[config.mk]
export PLATFORM = sky130hd
export DESIGN_NAME = pls_seg_scheduler
export DESIGN_NICKNAME = d
export VERILOG_FILES = /design/src/rtl/pls_seg_scheduler.sv
export SDC_FILE = /design/constraint.sdc
export NUM_CORES = 1
export LEC_CHECK = 0
export ABC_AREA = 0
export BUFFER_PORTS_ARGS = -buffer_cell sky130_fd_sc_hd__buf_4
export CAP_MARGIN = 5
export CORE_MARGIN = 2
export CORE_UTILIZATION = 42
export CTS_BUF_LIST = sky130_fd_sc_hd__clkbuf_8
export DETAILED_ROUTE_END_ITERATION = 8
export GPL_TIMING_DRIVEN = 0
export PLACE_DENSITY_LB_ADDON = 0.3
export SLEW_MARGIN = 20
export SYNTH_ARGS = -nofsm -noshare
export SYNTH_HDL_FRONTEND = slang
export SYNTH_SLANG_ARGS = --single-unit
[constraint.sdc]
create_clock -name clk_4M -period 10.3 [get_ports clk_4M]
set_clock_uncertainty 0.05 [all_clocks]
set_input_delay 3.09 -clock clk_4M [delete_from_list [all_inputs] [get_ports clk_4M]]
set_output_delay 3.09 -clock clk_4M [all_outputs]
set_load 0.03 [all_outputs]
[src/rtl/pls_seg_scheduler.sv]
// Segment FIFO and period scheduler for the four-axis pulse generator.
// Issues one queued 4-axis segment per period with a shared fresh bit.
module pls_seg_scheduler #(
  parameter int DEPTH   = 16,
  parameter int PERIOD  = 1600,
  parameter int READY_W = 4
) (
  input  logic                     clk_4M,
  input  logic                     rst,
  input  logic                     wr_en,
  input  logic [63:0]              wr_data,
  input  logic                     start,
  input  logic                     stop,
  input  logic                     abort,
  input  logic                     clr_err,
  output logic [15:0]              XPluse,
  output logic [15:0]              YPluse,
  output logic [15:0]              APluse,
  output logic [15:0]              BPluse,
  output logic                     readyFlag,
  output logic                     wr_full,
  output logic [$clog2(DEPTH):0]   fifo_count,
  output logic                     busy,
  output logic                     underrun,
  output logic                     overflow,
  output logic [15:0]              seg_issued
);
  localparam int AW = $clog2(DEPTH);
  localparam int CW = AW + 1;
  localparam int PW = $clog2(PERIOD);

  typedef enum logic [1:0] {IDLE, LOAD, STROBE, WAIT} state_t;

  state_t          state;
  state_t          state_n;
  logic [63:0]     mem [DEPTH];
  logic [AW-1:0]   rd_ptr;
  logic [AW-1:0]   wr_ptr;
  logic [CW-1:0]   count;
  logic [PW-1:0]   pcnt;
  logic            fresh;
  logic            stop_req;
  logic            full;
  logic            push;
  logic            pop;
  logic            at_end;
  logic            halt;
  logic            underrun_set;
  logic [63:0]     head;
  logic            fresh_n;

  assign full       = (count == CW'(DEPTH));
  assign push       = wr_en && !full && !abort;
  assign pop        = (state == LOAD) && !abort;
  assign at_end     = (pcnt == PW'(PERIOD - 1));
  assign halt       = stop_req || stop;
  assign head       = mem[rd_ptr];
  assign fresh_n    = ~fresh;
  assign wr_full    = full;
  assign fifo_count = count;
  assign busy       = (state != IDLE);

  always_comb begin
    state_n      = state;
    underrun_set = 1'b0;
    if (abort) begin
      state_n = IDLE;
    end else begin
      unique case (state)
        IDLE: begin
          if (start && count != '0) state_n = LOAD;
        end
        LOAD: begin
          state_n = STROBE;
        end
        STROBE: begin
          if (pcnt == PW'(READY_W)) state_n = WAIT;
        end
        WAIT: begin
          if (at_end) begin
            if (halt) begin
              state_n = IDLE;
            end else if (count != '0) begin
              state_n = LOAD;
            end else begin
              state_n      = IDLE;
              underrun_set = 1'b1;
            end
          end
        end
        default: state_n = IDLE;
      endcase
    end
  end

  always_ff @(posedge clk_4M or posedge rst) begin
    if (rst) begin
      state     <= IDLE;
      pcnt      <= '0;
      readyFlag <= 1'b0;
      stop_req  <= 1'b0;
    end else begin
      state     <= state_n;
      readyFlag <= (state_n == STROBE);
      // Restarting at LOAD keeps successive loads exactly PERIOD apart
      if (state_n == IDLE || state_n == LOAD) pcnt <= '0;
      else pcnt <= pcnt + 1'b1;
      if (state_n == IDLE) stop_req <= 1'b0;
      else if (stop && state != IDLE) stop_req <= 1'b1;
    end
  end

  always_ff @(posedge clk_4M) begin
    if (push) mem[wr_ptr] <= wr_data;
  end

  always_ff @(posedge clk_4M or posedge rst) begin
    if (rst) begin
      rd_ptr <= '0;
      wr_ptr <= '0;
      count  <= '0;
    end else if (abort) begin
      rd_ptr <= '0;
      wr_ptr <= '0;
      count  <= '0;
    end else begin
      if (push) wr_ptr <= wr_ptr + 1'b1;
      if (pop) rd_ptr <= rd_ptr + 1'b1;
      if (push && !pop) count <= count + 1'b1;
      else if (pop && !push) count <= count - 1'b1;
    end
  end

  // Words settle on entry to LOAD, one clock ahead of the strobe edge
  always_ff @(posedge clk_4M or posedge rst) begin
    if (rst) begin
      XPluse     <= '0;
      YPluse     <= '0;
      APluse     <= '0;
      BPluse     <= '0;
      fresh      <= 1'b0;
      seg_issued <= '0;
    end else if (state_n == LOAD) begin
      XPluse     <= {head[15:11], fresh_n, head[9:0]};
      YPluse     <= {head[31:27], fresh_n, head[25:16]};
      APluse     <= {head[47:43], fresh_n, head[41:32]};
      BPluse     <= {head[63:59], fresh_n, head[57:48]};
      fresh      <= fresh_n;
      seg_issued <= seg_issued + 1'b1;
    end
  end

  always_ff @(posedge clk_4M or posedge rst) begin
    if (rst) begin
      underrun <= 1'b0;
      overflow <= 1'b0;
    end else begin
      if (underrun_set) underrun <= 1'b1;
      else if (clr_err) underrun <= 1'b0;
      if (wr_en && full) overflow <= 1'b1;
      else if (clr_err) overflow <= 1'b0;
    end
  end

endmodule

==> results by group <==
Timing
  – Final min period: roughly 5.6 ns
  – Fmax: 180 MHz
  – Slew HR: between 30% and 40%
  – Final Worst Setup Slack: 4.75 ns
  – RSZ-0062 raised after global routing: false
  – Max-slew violations: 0
  – Final period util: 53.9%
  – Setup violators final: 0
  – Sum Neg Setup Slack: 0 ns
  – Hold WS: 0.425 ns
  – Worst Tran Pin Value: 1.00 ns
  – Final Hold Fails: 0

Die
  – Die area: 99600 sq um
  – Site Rows: between 100 and 150
  – Die Height: 316 microns
  – I/O pin cnt: 161
  – Initial core utilization: between 40% and 50%
  – DIE WIDTH: 316 microns
  – Core region area: 96400 sq um

Synth
  – Synth Instances: 1716
  – Async SR Flop Fraction: 10.0%
  – Top post-synthesis cells by area: edfxtp_1 71%, mux4_2 17%, dfrtp_1 6.6%, mux2_4 1.5%, mux2_2 0.55%
  – Register area share after synthesis: 77.3%
  – Mapped Nets: 1800
  – Flops & latches, synth: 1067
  – Cell with the most instances after synthesis: edfxtp_1
  – Syn_area_per_cell: 23.8 sq um
  – Cell taking the most area after synthesis: edfxtp_1
  – EDFF count, synth: 960
  – Ys Warns: 0
  – Top_reg_cell synth: edfxtp_1
  – Yosys top cell area share: between 70% and 80%
  – Cell Area, Synth: 40800 sq um
  – Post-synth top cells: 960 x edfxtp_1, 300 x mux4_2, 107 x dfrtp_1, 57 x clkbuf_1, 46 x nor2_1
  – Distinct cells, synth: 44

Cells and area
  – Fin nets: 2230
  – Fillers: 7789
  – Synth-to-Final Area Change: 17.6%
  – Post-route cell area: roughly 48000 sq um
  – Post-Route Utilization: between 40% and 50%
  – Layout cells sized above 1: 39.1%

Outcome
  – Status: complete, no violations

Route
  – Wirelength per Cell: 26.5 microns
  – DRT iter0 DRCs: between 2000 and 2500
  – Antenna Nets Post-Route: 0
  – Met3 WL: 6.42 mm
  – Max layer used: met5
  – Met1 WL: 39.2 mm
  – Vias per cell: 5.46
  – WL met2: between 40 and 50 mm
  – Routed WL: 94.4 mm
  – TritonRoute pass-1 iters: 5
  – Vias: approximately 19000
  – DR DRC count: 0

Clock network
  – Cts hold-fix bufs: 0
  – Worst skew pair latency: 0.81 ns
  – CTS max path bufs: 3
  – H-tree levels: 4
  – CTS tree: built
  – Root Driver: clkbuf_8
  – Number of post-CTS setup repair buffers: 0
  – Clock Sinks: 1067
  – Clock Pin Slew Worst Setup and Hold Paths: 0.06 ns
  – CTS resizes: 0
  – CTS Buf Count: 164

GRT
  – GRT Overall Usage: 19.2%
  – GRT overflow: 0
  – Initial antenna violation count: 7
  – First-pass GRT wire length: 136 mm
  – Pin count of the biggest net entering global routing: 69
  – Vias in the first global route: 20365

Placement
  – DP Area: 44900 sq um
  – GPL Wtd Cong: ~0.74
  – Hpwl dp: 61.0 mm
  – Port-buffer cells: 156
  – Setup WS pre-CTS: 4.59 ns

Worst setup path
  – Critical Path End Type: output pin
  – Critical Path Start: fifo_count[0]
  – Crit Path Class: flop to output pin
  – Setup crit end: wr_full
  – Startpoint types: flop
  – Worst path arrival time: 2.41 ns
  – Flop2flop setup slack: 6.61 ns
  – Cells on worst reg2reg path: 6
  – Critical Path Fanout Max: 6
  – Reg-to-reg critical path endpoint: BPluse[7]
  – Reg2reg start: rd_ptr[1]
  – Required time worst endpoint: 7.16 ns

Worst hold path
  – Tightest Hold Check Type: flop to flop
  – Hold wc startpoint: seg_issued[15]
  – Hold depth: 1

Pwr
  – Leak: 16.0 nW
  – PD cells: 215 nW/um^2
  – Max VDD drop: 0.132 mV

Flow run
  – Maxcap violations: 0
==> state kept, by name (all words and copies together), names as in the netlist <==
name        count
wr_ptr          4
underrun        1
seg_issued     16
readyFlag       1
fifo_count      5
stop_req        1
BPluse         15
XPluse         16
state           2
rd_ptr          4
APluse         15
pcnt           11
overflow        1
YPluse         15
mem           960
==> report_power, final <==
part           switching, mW  total [mW]  internal, mW
logic                   1.04        1.97         0.935
registers              0.139        5.07          4.93
clock network           1.58        3.27          1.70
==> critical path: stages, from the launching register on <==
cell and delay, ns:
dfrtp_1 0.44, or4_1 0.63, or2_2 0.32, inv_1 0.07
buf_4 0.15
==> logic make-up after synthesis <==
logic type / synth area share, %
AOI/OAI and AO/OA: 0.249
xor gates and xnor gates: 0.752
adders and majority gates: 0.417
buffers and inverters: 1.10
DFF: 77.3
muxes: 18.7
and+or+nand+nor: 1.50
==> cells in the final DEF (no fill, tap or decap), drive strengths merged, types with 2 or more instances in the layout <==
cell,instances
a211oi,2
a21oi,4
a22o,2
and2,3
and3,6
buf,296
bufinv,5
clkbuf,233
clkinv,47
dfrtp,107
diode,4
edfxtp,960
ha,12
inv,77
mux2,61
mux2i,3
mux4,300
nand2,17
nand3,16
nand4,3
nor2,46
nor2b,2
nor3,11
nor3b,3
nor4,4
o21ai,4
or2,4
or3,3
xnor2,11
xor2,24
==> worst min path at each step <==
stage          slack [ns]              to
6_report             0.42  seg_issued[15]
4_1_cts              0.43  seg_issued[15]
2_1_floorplan        0.40         pcnt[0]
5_1_grt              0.44  seg_issued[15]
3_3_place_gp         0.41  seg_issued[15]
3_5_place_dp         0.42  seg_issued[15]
==> through the flow <==
step	power, mW	std cells
3_5_place_dp	7.16	3256
4_1_cts	10.4	3553
3_3_place_gp	7.12	3148
2_1_floorplan	6.46	1716
6_report	10.3	3557
5_1_grt	10.7	3557
==> routing by layer <==
layer  track usage [%]  vias to the layer above
met4              6.12                        4
met5                 0                        -
met2              31.1                      715
li1                  -                     8116
met3              4.41                      166
met1              26.0                    10404
==> layout make-up <==
| type | instances | area, sq um | area share, % |
|---|---|---|---|
| timing repair buffer | 264 | 2400 | 5.01 |
| multi-input combinational | 551 | 8930 | 18.6 |
| antenna | 4 | 10.0 | 0.0209 |
| buffer | 89 | 429 | 0.895 |
| tap | 1276 | 1600 | 3.33 |
| clock inverter | 121 | 621 | 1.29 |
| sequential | 1067 | 31500 | 65.7 |
| clock buffer | 176 | 2420 | 5.05 |
| inverter | 9 | 41.3 | 0.0861 |
No activity file was read; power rests on OpenSTA's default activity.
